### config.mk
export PLATFORM = sky130hd
export DESIGN_NAME = doodle_sprite_fetch
export DESIGN_NICKNAME = d
export VERILOG_FILES = /design/src/rtl/doodle_sprite_fetch.sv
export SDC_FILE = /design/constraint.sdc
export NUM_CORES = 1
export LEC_CHECK = 0
export ABC_CLOCK_PERIOD_IN_PS = 3500
export CORE_MARGIN = 2
export CORE_UTILIZATION = 35
export CTS_CLUSTER_SIZE = 16
export DETAILED_ROUTE_END_ITERATION = 8
export HOLD_SLACK_MARGIN = 0.08
export PLACE_DENSITY = 0.69
export RECOVER_POWER = 100
export SYNTH_ARGS = -nofsm -noshare
export SYNTH_HDL_FRONTEND = slang
export SYNTH_SLANG_ARGS = --single-unit
### constraint.sdc
create_clock -name Clk -period 3.5 [get_ports Clk]
set_input_delay 0.7 -clock Clk [delete_from_list [all_inputs] [get_ports Clk]]
set_output_delay 0.7 -clock Clk [all_outputs]
set_load 0.02 [all_outputs]
### src/rtl/doodle_sprite_fetch.sv
// doodle_sprite_fetch: per-pixel sprite-ROM address generator for the doodle.
// Pose and position are latched once per frame (frame_clk rise) so the sprite
// never tears. The hit flag rides a pipeline that lines up with the ROM data.
// DrawX/DrawY to doodle_on/color_idx latency is ROM_LAT+2 Clk cycles.
//
// Optional feature macro: DOODLE_MIRROR_EN
//   undefined : 3 stored images (right=0, left=1, up=2), NIMG=3
//   defined   : 2 stored images (right=0, up=1); left = image 0 mirrored in X
//
// Ports:
//   Clk, Reset_n       system clock, async active-low reset
//   frame_clk          vsync-rate frame clock (asynchronous, synchronised here)
//   state              pose: 0=right, 1=left, 2=up, 3=right
//   DoodleX, DoodleY   sprite top-left corner in screen pixels
//   DrawX, DrawY       current beam position
//   rom_addr           sprite-ROM read address (registered)
//   rom_data           sprite-ROM data, ROM_LAT cycles after rom_addr
//   doodle_on          opaque sprite pixel at the aligned beam position
//   color_idx          palette index aligned with doodle_on (0 = transparent)
module doodle_sprite_fetch #(
  parameter int unsigned SPR_W   = 32,
  parameter int unsigned SPR_H   = 32,
  parameter int unsigned ROM_LAT = 1,
  parameter int unsigned PIX_W   = 4,
`ifdef DOODLE_MIRROR_EN
  localparam int unsigned NIMG   = 2,
`else
  localparam int unsigned NIMG   = 3,
`endif
  localparam int unsigned ADDR_W = $clog2(NIMG * SPR_W * SPR_H)
) (
  input  logic              Clk,
  input  logic              Reset_n,
  input  logic              frame_clk,
  input  logic [1:0]        state,
  input  logic [9:0]        DoodleX,
  input  logic [9:0]        DoodleY,
  input  logic [9:0]        DrawX,
  input  logic [9:0]        DrawY,
  output logic [ADDR_W-1:0] rom_addr,
  input  logic [PIX_W-1:0]  rom_data,
  output logic              doodle_on,
  output logic [PIX_W-1:0]  color_idx
);

  localparam int unsigned XW    = $clog2(SPR_W);
  localparam int unsigned YW    = $clog2(SPR_H);
  localparam int unsigned IMG_W = ADDR_W - XW - YW;

  typedef enum logic [1:0] {
    POSE_RIGHT = 2'd0,
    POSE_LEFT  = 2'd1,
    POSE_UP    = 2'd2,
    POSE_ALT   = 2'd3
  } pose_e;

  logic        fclk_meta;
  logic        fclk_sync;
  logic        fclk_sync_d;
  logic        frame_rise;

  pose_e       shadow_pose;
  logic [9:0]  shadow_x;
  logic [9:0]  shadow_y;
  logic        frame_valid;

  logic [10:0]       dx;
  logic [10:0]       dy;
  logic              hit;
  logic [IMG_W-1:0]  img;
  logic [XW-1:0]     dx_eff;
  logic [ADDR_W-1:0] addr_next;

  logic [ROM_LAT:0]  hit_p;

  // frame_clk synchroniser and rising-edge detect
  always_ff @(posedge Clk or negedge Reset_n) begin
    if (!Reset_n) begin
      fclk_meta   <= 1'b0;
      fclk_sync   <= 1'b0;
      fclk_sync_d <= 1'b0;
    end else begin
      fclk_meta   <= frame_clk;
      fclk_sync   <= fclk_meta;
      fclk_sync_d <= fclk_sync;
    end
  end

  assign frame_rise = fclk_sync & ~fclk_sync_d;

  // Once-per-frame shadow of pose and position
  always_ff @(posedge Clk or negedge Reset_n) begin
    if (!Reset_n) begin
      shadow_pose <= POSE_RIGHT;
      shadow_x    <= 10'd0;
      shadow_y    <= 10'd0;
      frame_valid <= 1'b0;
    end else if (frame_rise) begin
      shadow_pose <= pose_e'(state);
      shadow_x    <= DoodleX;
      shadow_y    <= DoodleY;
      frame_valid <= 1'b1;
    end
  end

  // Stage 0: 11-bit offsets; a negative offset has bit 10 set, so it can never
  // pass the range test and there is no wrap at the screen edges.
  assign dx  = {1'b0, DrawX} - {1'b0, shadow_x};
  assign dy  = {1'b0, DrawY} - {1'b0, shadow_y};
  assign hit = frame_valid
             & ~dx[10] & (dx < 11'(SPR_W))
             & ~dy[10] & (dy < 11'(SPR_H));

  // Image select and optional horizontal mirror for the left pose
  always_comb begin
    img    = '0;
    dx_eff = dx[XW-1:0];
    unique case (shadow_pose)
`ifdef DOODLE_MIRROR_EN
      POSE_LEFT: dx_eff = XW'(SPR_W - 1) - dx[XW-1:0];
      POSE_UP:   img    = IMG_W'(1);
`else
      POSE_LEFT: img    = IMG_W'(1);
      POSE_UP:   img    = IMG_W'(2);
`endif
      default:   img    = '0;
    endcase
  end

  // Power-of-two sprite sizes make img*W*H + dy*W + dx a plain concatenation
  assign addr_next = hit ? {img, dy[YW-1:0], dx_eff} : '0;

  // Stage 1 address register and hit pipeline aligned with ROM latency
  always_ff @(posedge Clk or negedge Reset_n) begin
    if (!Reset_n) begin
      rom_addr <= '0;
      hit_p    <= '0;
    end else begin
      rom_addr <= addr_next;
      hit_p    <= {hit_p[ROM_LAT-1:0], hit};
    end
  end

  // Output stage: registered one cycle after rom_data becomes valid
  always_ff @(posedge Clk or negedge Reset_n) begin
    if (!Reset_n) begin
      doodle_on <= 1'b0;
      color_idx <= '0;
    end else begin
      doodle_on <= hit_p[ROM_LAT] & (rom_data != '0);
      color_idx <= hit_p[ROM_LAT] ? rom_data : '0;
    end
  end

endmodule

* Word-level counts from Yosys, hierarchy flattened
Index checks and enable logic that the tools add are counted.
Word-level totals: output and inout port bits 17, register bits 45, input port bits 49, word-level logic and storage cells 30
Operators by class: bitwise logic cells 9, add/sub/neg operators 2, equal/unequal tests 2, reductions and logical operators 1, muxes and demuxes 3, order comparisons 2
Operator list (count):
- $lt A11 B6 Y1 const B | 2
- $sub A10 B10 Y11 | 2
- $mux W12 | 1
- $and A1 B1 Y1 | 6
- $mux W4 | 1
- $pmux W2 S2 | 1
- $reduce_bool A4 Y1 | 1
- $not A1 Y1 | 3
- $eq A2 B1 Y1 const B | 1
- $eq A2 B2 Y1 const B | 1

* Depth between registers and ports, before layout
Gate-level depths: netlist of run 1.
depth in word-level cells 7, gate-level depth with buffers 11, depth with buffers taken out 10

* Worst setup path before layout of run 1
Ideal clock, no wire load.
kind input -> register, start in DrawY[0], end reg rom_addr[2], arrival 2.539 ns, library setup time 0.080 ns, buffers on the path 1, path slack 0.881 ns, data required time 3.420 ns, stages on the path 11, cell sequence inv_1 > ha_1 > inv_1 > fa_1 > a211oi_2 > nor3_1 > a311oi_2 > xor2_1 > nand4_2 > buf_6 > nor3_2
Between the ends: word-level cells in the longest chain between the ends 5, elaborated cells on any way between the ends 6, those cells by class 1 x add/sub; 1 x order compare; 1 x mux; 3 x bitwise
Ends and longest elaborated chain:
- from (decl) | line 39 | input logic [9:0] DrawY,
- $sub A10 B10 Y11 * | line 109 | assign dy = {1'b0, DrawY} - {1'b0, shadow_y};
- branches (longest 2 deep; another with $lt A11 B6 Y1)
- $and A1 B1 Y1 * | line 112 | & ~dy[10] & (dy < 11'(SPR_H));
- $mux W12 * | line 131 | assign addr_next = hit ? {img, dy[YW-1:0], dx_eff} : '0;
- via addr_next[2] | line 72 | logic [ADDR_W-1:0] addr_next;
- to (signal assigned) | line 139 | rom_addr <= addr_next;
- to (decl) | line 40 | output logic [ADDR_W-1:0] rom_addr,
Mark *: on every way through the listed nets, which the timed path passes. A chain may end at the register's enable or synchronous reset.

* Final worst setup path of run 1
start in DrawY[0], end reg rom_addr[3]
Same word-level chain as after synthesis.

==> impl_metrics.py, run 1 <==
metrics = {
    "finish": {
        "layout.nets": 394,
        "drive_gt1_share_pct": 8.025,
        "area_growth_pct": 31.05,
        "n_fill_cell": 684,
        "layout.cells.non_filler": 423,
        "diodes": 0,
    },
    "job": {
        "maxCapViolations": 1,
    },
    "floorplanning": {
        "initial_core_util_pct": 35.88,
        "core-area_um2": 7176,
        "dieHeight_um": 89.78,
        "io_pins": 66,
        "rows": 31,
        "die-area_um2": 8060,
        "die_x_um": 89.78,
    },
    "synth": {
        "synth_fa_ha_area_share_pct": 11.27,
        "ys_seq_elements": 45,
        "ys_warn_count": 0,
        "synth.avg_cell_area_um2": 10.06,
        "synth-compound-area-share_pct": 16.47,
        "ys_seq_area_share_pct": 43.73,
        "synth-main-ff-cell": "dfrtp_1",
        "synth_xor_area_share_pct": 2.041,
        "synth_fp_nets": 327,
        "synth-simple-area-share_pct": 16.86,
        "async_flop_share_pct": 100.0,
        "synth_edf_count": 0,
        "netlist_area_um2": 2575,
        "yosysUniqueCellTypes": 53,
        "synth_top_family_by_area": "simple AND/OR/NAND/NOR gates",
        "postSynthCellCount": 256,
        "synthMuxAreaShare_pct": 3.304,
    },
    "timing": {
        "maxSlewViolCount": 46,
        "finalSetupTns_ns": 0,
        "rsz0062_at_grt": "no",
        "worst_pin_slew_ns": 2.405,
        "hold_viol": 0,
        "clock.fmax_ghz": 0.3232,
        "max_slew_margin_pct": -60.34,
        "setup_viol": 0,
        "fin_skew_ns": 0.009925,
        "final.period_utilization_pct": 88.41,
        "period_needed_ns": 3.094,
    },
    "route": {
        "ant_nets": 0,
        "wl_um": 5432,
        "via_count": 2007,
        "drc_errors": 0,
        "via_per_inst": 4.745,
        "drtIter0Drc": 61,
        "first_pass_iters": 4,
        "wl_per_cell_um": 12.84,
    },
    "pwr": {
        "leakagePower_uw": 0.001523,
        "ir_drop_v": 0.0001683,
        "power_density_nw_per_um2": 385.1,
    },
    "placement": {
        "hpwl_um": 4147,
        "gp_congestion": 0.7880,
        "dp.cells": 415,
        "port_buffers": 65,
    },
    "global_route": {
        "grt_use_total_pct": 13.64,
        "grt_overflow_total": 0,
        "antenna_found_initial": 0,
        "grt_pass1_vias": 2058,
        "grt_pass1_wl_um": 9128,
        "grt_max_degree": 46,
    },
    "clock_network": {
        "clockBufferDepth": 2,
        "post_cts_resize_count": 0,
        "cts_setup_buffers": 0,
        "cts-root-buf": "clkbuf_8",
        "cts_buffers": 5,
        "clock_latency_ns": 0.30,
        "cts_tree": "built",
        "htreeDepth": 2,
        "cts.sinks": 45,
        "cts.reportedPaths.clkPinSlew_ns": 0.08,
        "ctsHoldBuffers": 0,
    },
    "outcome": {
        "violations": "max-capacitance violations, max-slew violations",
        "outcome": "complete, but fails checks",
    },
    "worst_setup_path": {
        "cp.arrival_ns": 3.30,
        "reg2reg_from": "shadow_y[0]",
        "crit_type": "in2reg",
        "path_max_fanout": 6,
        "critPathLaunch": "DrawY[0]",
        "crit_required_ns": 3.71,
        "worstSetupStartpointType": "primary input",
        "cp-end-kind": "register",
    },
    "min_path": {
        "hp-start": "hit_p[0]",
        "worstHoldPathType": "reg2reg",
    },
}
layout by cell type, fill, tap and decap left out, types with 2 or more instances in the layout:
cell type and count:
mux2_2 4, clkbuf_8 5, nand4b_1 3, fa_1 2, clkbuf_1 5, dfrtp_1 45
nand4_1 2, dlygate4sd3_1 22, o21bai_1 2, nor3_2 7, or2_2 2, nand2b_1 2
o21ai_0 29, mux2i_1 4, and2_1 5, nand2_1 22, clkinv_2 2, nor2_1 6
nand3_1 5, nor3_1 3, a21o_1 5, nor4_1 2, clkdlybuf4s50_1 42, inv_1 29
nor2b_1 7, o21a_1 3, ha_1 20, a21oi_1 9, xnor2_1 5
path summary, 6_finish.rpt:
check | to | slack, ns | depth (start not counted)
max in group asynchronous | color_idx[1] | 1.00 | 1
setup / recovery | rom_addr[3] | 0.41 | 12
setup reg to reg | rom_addr[3] | 0.90 | 10
hold / removal | hit_p[1] | 0.35 | 0
hold reg to reg | hit_p[1] | 0.35 | 0
min in group asynchronous | shadow_y[2] | 1.13 | 1
critical path, stage by stage:
cell	delay [ns]
clkdlybuf4s50_1	0.40
inv_1	0.06
ha_1	0.17
inv_1	0.06
fa_1	0.42
a211oi_2	0.23
nor3_1	0.09
a311oi_2	0.26
xor2_1	0.17
nand4_1	0.27
clkbuf_1	0.27
nor3_1	0.20
cell families after synthesis:
group | Yosys count
mux | 8
compound gates | 65
flops | 45
buf+inv | 38
xor+xnor | 6
simple gates | 72
fa+ha+maj | 22
registers in the layout (all words and copies together), names as in the netlist:
register	flops
rom_addr	12
shadow_y	10
hit_p	2
frame_valid	1
shadow_x	10
fclk_sync_d	1
fclk_meta	1
shadow_pose	2
color_idx	4
fclk_sync	1
doodle_on	1
synthesized netlist by cell type, types with 2 or more instances:
cell type  number  share of area (%)
nor3_2          9                3.5
o21bai_1        2               0.58
fa_1            2                1.6
xnor2_1         5                1.7
and2_1          5                1.2
or2_2           2               0.49
nand2_1        22                3.2
o21a_1          3               0.87
ha_1           20                9.7
a21oi_1         9                1.7
a21o_1          5                1.5
mux2_2          4                1.7
nor2_1          6               0.87
dfrtp_1        45                 44
nand2b_1        2               0.49
nor4_1          2               0.49
o21ai_0        29                5.6
nand4b_1        3                1.0
nand3_1         5               0.97
mux2i_1         4                1.6
clkbuf_1        5               0.73
inv_1          29                4.2
nor2b_1         7                1.7
buf_6           2               0.87
layer usage:
metal | GRT usage [%] | vias to the layer above | wire length [µm]
met5 | 0 | - | 0
met4 | 3.077 | 0 | 39
met3 | 3.688 | 4 | 293
met2 | 23.93 | 50 | 2631
met1 | 16.83 | 938 | 2468
li1 | - | 1015 | -
per-stage QoR:
step,utilization (%),setup WS [ns],hold WS (ns),instance area [µm²],total power [µW]
2_1_floorplan,-,0.8806,0.3312,2575,878.1
5_1_grt,47.03,0.1639,0.3610,3374,1386
6_report,47.03,0.4058,0.3533,3374,1300
3_3_place_gp,46.31,0.2813,0.3360,3323,995.5
3_5_place_dp,46.31,0.1767,0.3381,3323,1005
4_1_cts,47.46,0.4757,0.3565,3406,1324
where the power goes:
part | internal, µW | leakage, µW | total, µW | switching [µW]
combinational | 201 | 0.000900 | 420 | 219
clock | 139 | 0.0000450 | 314 | 175
sequential | 554 | 0.000578 | 566 | 11.9
layout make-up:
cell class,instances,area (µm²),area share [%]
clock inverter,2,10.01,0.2966
sequential,45,1126,33.37
timing repair buffer,69,663.1,19.65
clock buffer,6,72.57,2.151
multi-input combinational,173,1270,37.63
inverter,29,108.9,3.226
tap,99,123.9,3.671
Note: power is estimated with default switching activity, not from simulation.
==> run 2, diff against run 1 <==
ABC_CLOCK_PERIOD_IN_PS = 3150   (was 3500)
clock period = 3.15 ns   (was 3.5 ns; I/O delays follow)
==> impl_metrics.py, run 2 (synthesized netlist as in run 1, its figures left out) <==
metrics = {
    "timing": {
        "maxSlewViolCount": 46,
        "clock.fmax_ghz": 0.3399,
        "worst_pin_slew_ns": 2.331,
        "period_needed_ns": 2.942,
        "fin_skew_ns": 0.003970,
        "finalSetupTns_ns": 0,
        "rsz0062_at_grt": "no",
        "final.period_utilization_pct": 93.41,
        "max_slew_margin_pct": -55.43,
        "fin_ws_ns": 0.2075,
        "hold_viol": 0,
        "setup_viol": 0,
    },
    "clock_network": {
        "cts.reportedPaths.clkPinSlew_ns": 0.08,
        "cts.sinks": 45,
        "clockBufferDepth": 2,
        "cts-root-buf": "clkbuf_8",
        "post_cts_resize_count": 0,
        "clock_latency_ns": 0.29,
        "htreeDepth": 2,
        "cts_setup_buffers": 0,
        "ctsHoldBuffers": 0,
        "cts_buffers": 5,
        "cts_tree": "built",
    },
    "placement": {
        "preCtsSetupSlack_ns": -0.1034,
        "gp_congestion": 0.8086,
        "hpwl_um": 4197,
        "port_buffers": 65,
    },
    "pwr": {
        "clkPwrFrac_pct": 29.2,
        "pwr-share-comb_pct": 30.5,
        "p_seq_share_pct": 40.4,
        "swShare_pct": 29.20,
        "ir_drop_v": 0.0002327,
        "netSwitchingPower_uw": 454.5,
        "power_density_nw_per_um2": 452.5,
        "leakagePower_uw": 0.001558,
        "p_int_uw": 1102,
    },
    "worst_setup_path": {
        "reg2reg_slack_ns": 0.65,
        "r2r-end": "rom_addr[3]",
        "critPathLaunch": "DrawY[0]",
        "cp.arrival_ns": 3.15,
        "path_max_fanout": 5,
        "cp-endpoint": "rom_addr[3]",
        "cp-end-kind": "register",
        "reg2reg_from": "shadow_y[0]",
        "worstSetupStartpointType": "primary input",
        "crit_type": "in2reg",
        "r2r_cells": 10,
        "crit_required_ns": 3.35,
    },
    "route": {
        "drtIter0Drc": 72,
        "wl_per_cell_um": 12.45,
        "wl_um": 5317,
        "via_count": 2035,
        "via_per_inst": 4.766,
        "first_pass_iters": 4,
        "drc_errors": 0,
        "ant_nets": 0,
    },
    "floorplanning": {
        "core-area_um2": 7176,
        "io_pins": 66,
        "dieHeight_um": 89.78,
        "die-area_um2": 8060,
        "rows": 31,
        "initial_core_util_pct": 35.88,
        "die_x_um": 89.78,
    },
    "finish": {
        "final_common_cell": "dfrtp_1",
        "largest-register": "rom_addr",
        "diodes": 0,
        "n_fill_cell": 691,
        "top_regs": "rom_addr: 12 flops, shadow_x: 10 flops, shadow_y: 10 flops",
        "seqCellArea_um2": 1126,
        "multi_input_area_um2": 1271,
        "largest_reg_flops": 12,
        "layout.nets": 398,
        "drive_gt1_share_pct": 9.756,
        "layout_common_cells": "dfrtp_1, clkdlybuf4s50_1, inv_1, o21ai_0, nand2_1",
        "area_growth_pct": 33.58,
    },
    "global_route": {
        "grt_overflow_total": 0,
        "grt_pass1_wl_um": 9528,
        "grt_max_degree": 46,
        "grt_use_total_pct": 14.10,
        "antenna_found_initial": 0,
        "grt_pass1_vias": 2071,
    },
    "outcome": {
        "outcome": "complete, but fails checks",
        "violations": "max-capacitance violations, max-slew violations",
    },
    "job": {
        "maxCapViolations": 1,
    },
    "min_path": {
        "worstHoldPathType": "reg2reg",
    },
}
[run 2: per-layer routing]
metal  GRT usage, %  part of all wire [%]  vias to the layer above
met2          23.23                    48                       53
met1          18.98                    46                      950
met5              0                     0                        -
met4          2.692                  0.77                        0
met3          3.688                   5.4                        5
li1               -                     -                     1027
[run 2: worst max-delay path, stage by stage]
cell	delay, ns
clkdlybuf4s50_1	0.40
inv_1	0.07
ha_1	0.17
inv_1	0.06
fa_1	0.40
a211oi_2	0.22
nor3_1	0.10
a311oi_2	0.29
xor2_1	0.21
nand4_2	0.20
clkbuf_2	0.20
nor3_1	0.20
[run 2: layout make-up]
cell class | instances | area share [%]
multi-input cells | 173 | 36.96
flip-flops and latches | 45 | 32.74
clock buffers | 6 | 2.401
well taps | 99 | 3.601
repair buffers | 73 | 20.04
clock inverters | 2 | 1.091
inverters | 29 | 3.165
[run 2: power groups by stage]
stage                     Sequential, µW  Clock, µW  Combinational (µW)
after floorplan                      636          0                 339
after global placement               638          0                 476
after detailed placement             640          0                 480
after CTS                            628        472                 485
after global routing                 634        494                 538
final                                628        454                 474
[run 2: how the worst min path moves through the flow]
stage / from / endpoint / cells after the start
global placement: hit_p[0] / hit_p[1] / 0
floorplan: Reset_n / color_idx[0] / 0
CTS: fclk_meta / fclk_sync / 0
detailed placement: fclk_meta / fclk_sync / 0
finish: fclk_meta / fclk_sync / 0
global route: fclk_meta / fclk_sync / 0
[run 2: per-stage QoR]
step           utilization [%]  hold WS [ns]  area [µm²]  power, µW  instances
2_1_floorplan                -        0.3312        2575      975.7        256
3_3_place_gp             46.73        0.3333        3353       1114        419
3_5_place_dp             46.73        0.3537        3353       1120        419
5_1_grt                  47.93        0.3830        3440       1667        427
6_report                 47.93        0.3661        3440       1556        427
4_1_cts                  48.40        0.3750        3473       1585        427
==> run 3, diff against run 2 <==
CORE_UTILIZATION = 49   (was 35)
PLACE_DENSITY = 0.89   (was 0.69)
==> impl_metrics.py, run 3 (synthesized netlist as in run 1, its figures left out) <==
metrics = {
    "worst_setup_path": {
        "path_max_fanout": 5,
        "crit_required_ns": 3.37,
        "cp.arrival_ns": 3.13,
        "crit_family": "buffers and inverters",
        "critPathSlowestCell": "clkdlybuf4s50_1",
        "worstSetupStartpointType": "primary input",
        "crit_chain": "clkdlybuf4s50_1 > inv_1 > ha_1 > inv_1 > fa_1 > a21oi_1 > o21bai_1 > o41ai_1 > nand4_1 > clkbuf_2 > nor3_1",
        "path_buf_inv": 4,
        "crit_top_cell": "inv_1",
        "crit_type": "in2reg",
        "cp-end-kind": "register",
        "max_stage_delay_ns": 0.40,
    },
    "timing": {
        "fin_skew_ns": 0.008485,
        "setup_viol": 0,
        "maxSlewViolCount": 46,
        "clock.fmax_ghz": 0.3437,
        "period_needed_ns": 2.910,
        "rsz0062_at_grt": "no",
        "final.period_utilization_pct": 92.37,
        "holdWs_ns": 0.3487,
        "worst_pin_slew_ns": 2.406,
        "fin_ws_ns": 0.2405,
        "max_slew_margin_pct": -60.43,
        "hold_viol": 0,
    },
    "finish": {
        "diodes": 0,
        "n_fill_cell": 408,
        "largest-register": "rom_addr",
        "fin_area_um2": 3372,
        "seqCellArea_um2": 1126,
        "final_common_cell": "dfrtp_1",
        "area_growth_pct": 30.95,
        "multi_input_area_um2": 1261,
        "drive_gt1_share_pct": 9.146,
        "layout.nets": 398,
        "final_util_pct": 66.44,
        "largest_reg_flops": 12,
        "top_regs": "rom_addr: 12 flops, shadow_x: 10 flops, shadow_y: 10 flops",
        "layout_common_cells": "dfrtp_1, clkdlybuf4s50_1, inv_1, o21ai_0, nand2_1",
    },
    "global_route": {
        "grt_overflow_total": 0,
        "grt_max_degree": 46,
        "grt_pass1_vias": 2062,
        "grt_pass1_wl_um": 9073,
        "grt_use_total_pct": 18.97,
        "antenna_found_initial": 0,
    },
    "job": {
        "maxCapViolations": 1,
    },
    "placement": {
        "hpwl_um": 4014,
        "preCtsSetupSlack_ns": -0.08142,
        "gp_congestion": 0.8572,
        "post_dp_cell_area_um2": 3317,
        "port_buffers": 65,
    },
    "floorplanning": {
        "io_pins": 66,
        "initial_core_util_pct": 50.74,
        "core-area_um2": 5075,
        "dieHeight_um": 76.49,
        "die_x_um": 76.49,
        "rows": 26,
        "die-area_um2": 5851,
    },
    "pwr": {
        "ir_drop_v": 0.0002889,
        "leakagePower_uw": 0.001552,
        "power_density_nw_per_um2": 440.9,
    },
    "route": {
        "drc_errors": 0,
        "met3_length_um": 315,
        "drtIter0Drc": 109,
        "met1_length_um": 2356,
        "wl_per_cell_um": 13.20,
        "met2_length_um": 2518,
        "via_count": 2037,
        "ant_nets": 0,
        "via_per_inst": 5.118,
        "first_pass_iters": 4,
        "highest_layer": "met4",
        "wl_um": 5254,
    },
    "clock_network": {
        "clockBufferDepth": 2,
        "ctsHoldBuffers": 0,
        "cts_setup_buffers": 0,
        "cts_tree": "built",
        "cts-root-buf": "clkbuf_8",
        "cts.reportedPaths.clkPinSlew_ns": 0.09,
        "cts_buffers": 5,
        "post_cts_resize_count": 0,
        "htreeDepth": 2,
        "clock_latency_ns": 0.30,
        "cts.sinks": 45,
    },
    "outcome": {
        "outcome": "complete, but fails checks",
        "violations": "max-capacitance violations, max-slew violations",
    },
    "min_path": {
        "worstHoldPathType": "reg2reg",
    },
}
run 3: cell types whose count changed in the layout (fill, tap and decap cells not counted), sizes merged:
| cell | before | now |
|---|---|---|
| buf | 3 | 4 |
| bufinv | 1 | 0 |
| clkinv | 0 | 2 |
| clkbuf | 12 | 11 |
| clkinvlp | 1 | 0 |
run 3: path summary, 6_finish.rpt:
path | from | to | slack, ns | cells after the start
max | DrawX[0] | rom_addr[5] | 0.24 | 11
min | hit_p[0] | hit_p[1] | 0.35 | 0
max reg2reg | shadow_x[0] | rom_addr[5] | 0.63 | 9
min reg2reg | hit_p[0] | hit_p[1] | 0.35 | 0
max in group asynchronous | Reset_n | rom_addr[9] | 0.73 | 1
min in group asynchronous | Reset_n | color_idx[2] | 1.06 | 1
run 3: cell type report:
type / instances / area share (%)
inverter: 29 / 3.228
clock buffer: 6 / 2.449
timing repair buffer: 73 / 20.52
tap: 70 / 2.597
sequential: 45 / 33.40
multi-input combinational: 173 / 37.40
clock inverter: 2 / 0.4082
run 3: through the flow:
step	total power [µW]	cells	setup TNS (ns)
2_1_floorplan	975.7	256	0
3_3_place_gp	1106	390	0
3_5_place_dp	1121	390	-0.5662
4_1_cts	1503	398	0
5_1_grt	1579	398	0
6_report	1487	398	0
run 3: power breakdown:
group          switching, µW  internal [µW]  total, µW
clock network            202            178        380
logic                    248            230        478
registers               13.2            616        629
total                    463           1020       1490
run 3: metal layers:
| metal | global-route usage (%) | up-vias |
|---|---|---|
| met5 | 0 | - |
| met4 | 4.364 | 0 |
| met3 | 4.976 | 7 |
| met2 | 32.39 | 58 |
| met1 | 24.19 | 943 |
| li1 | - | 1029 |
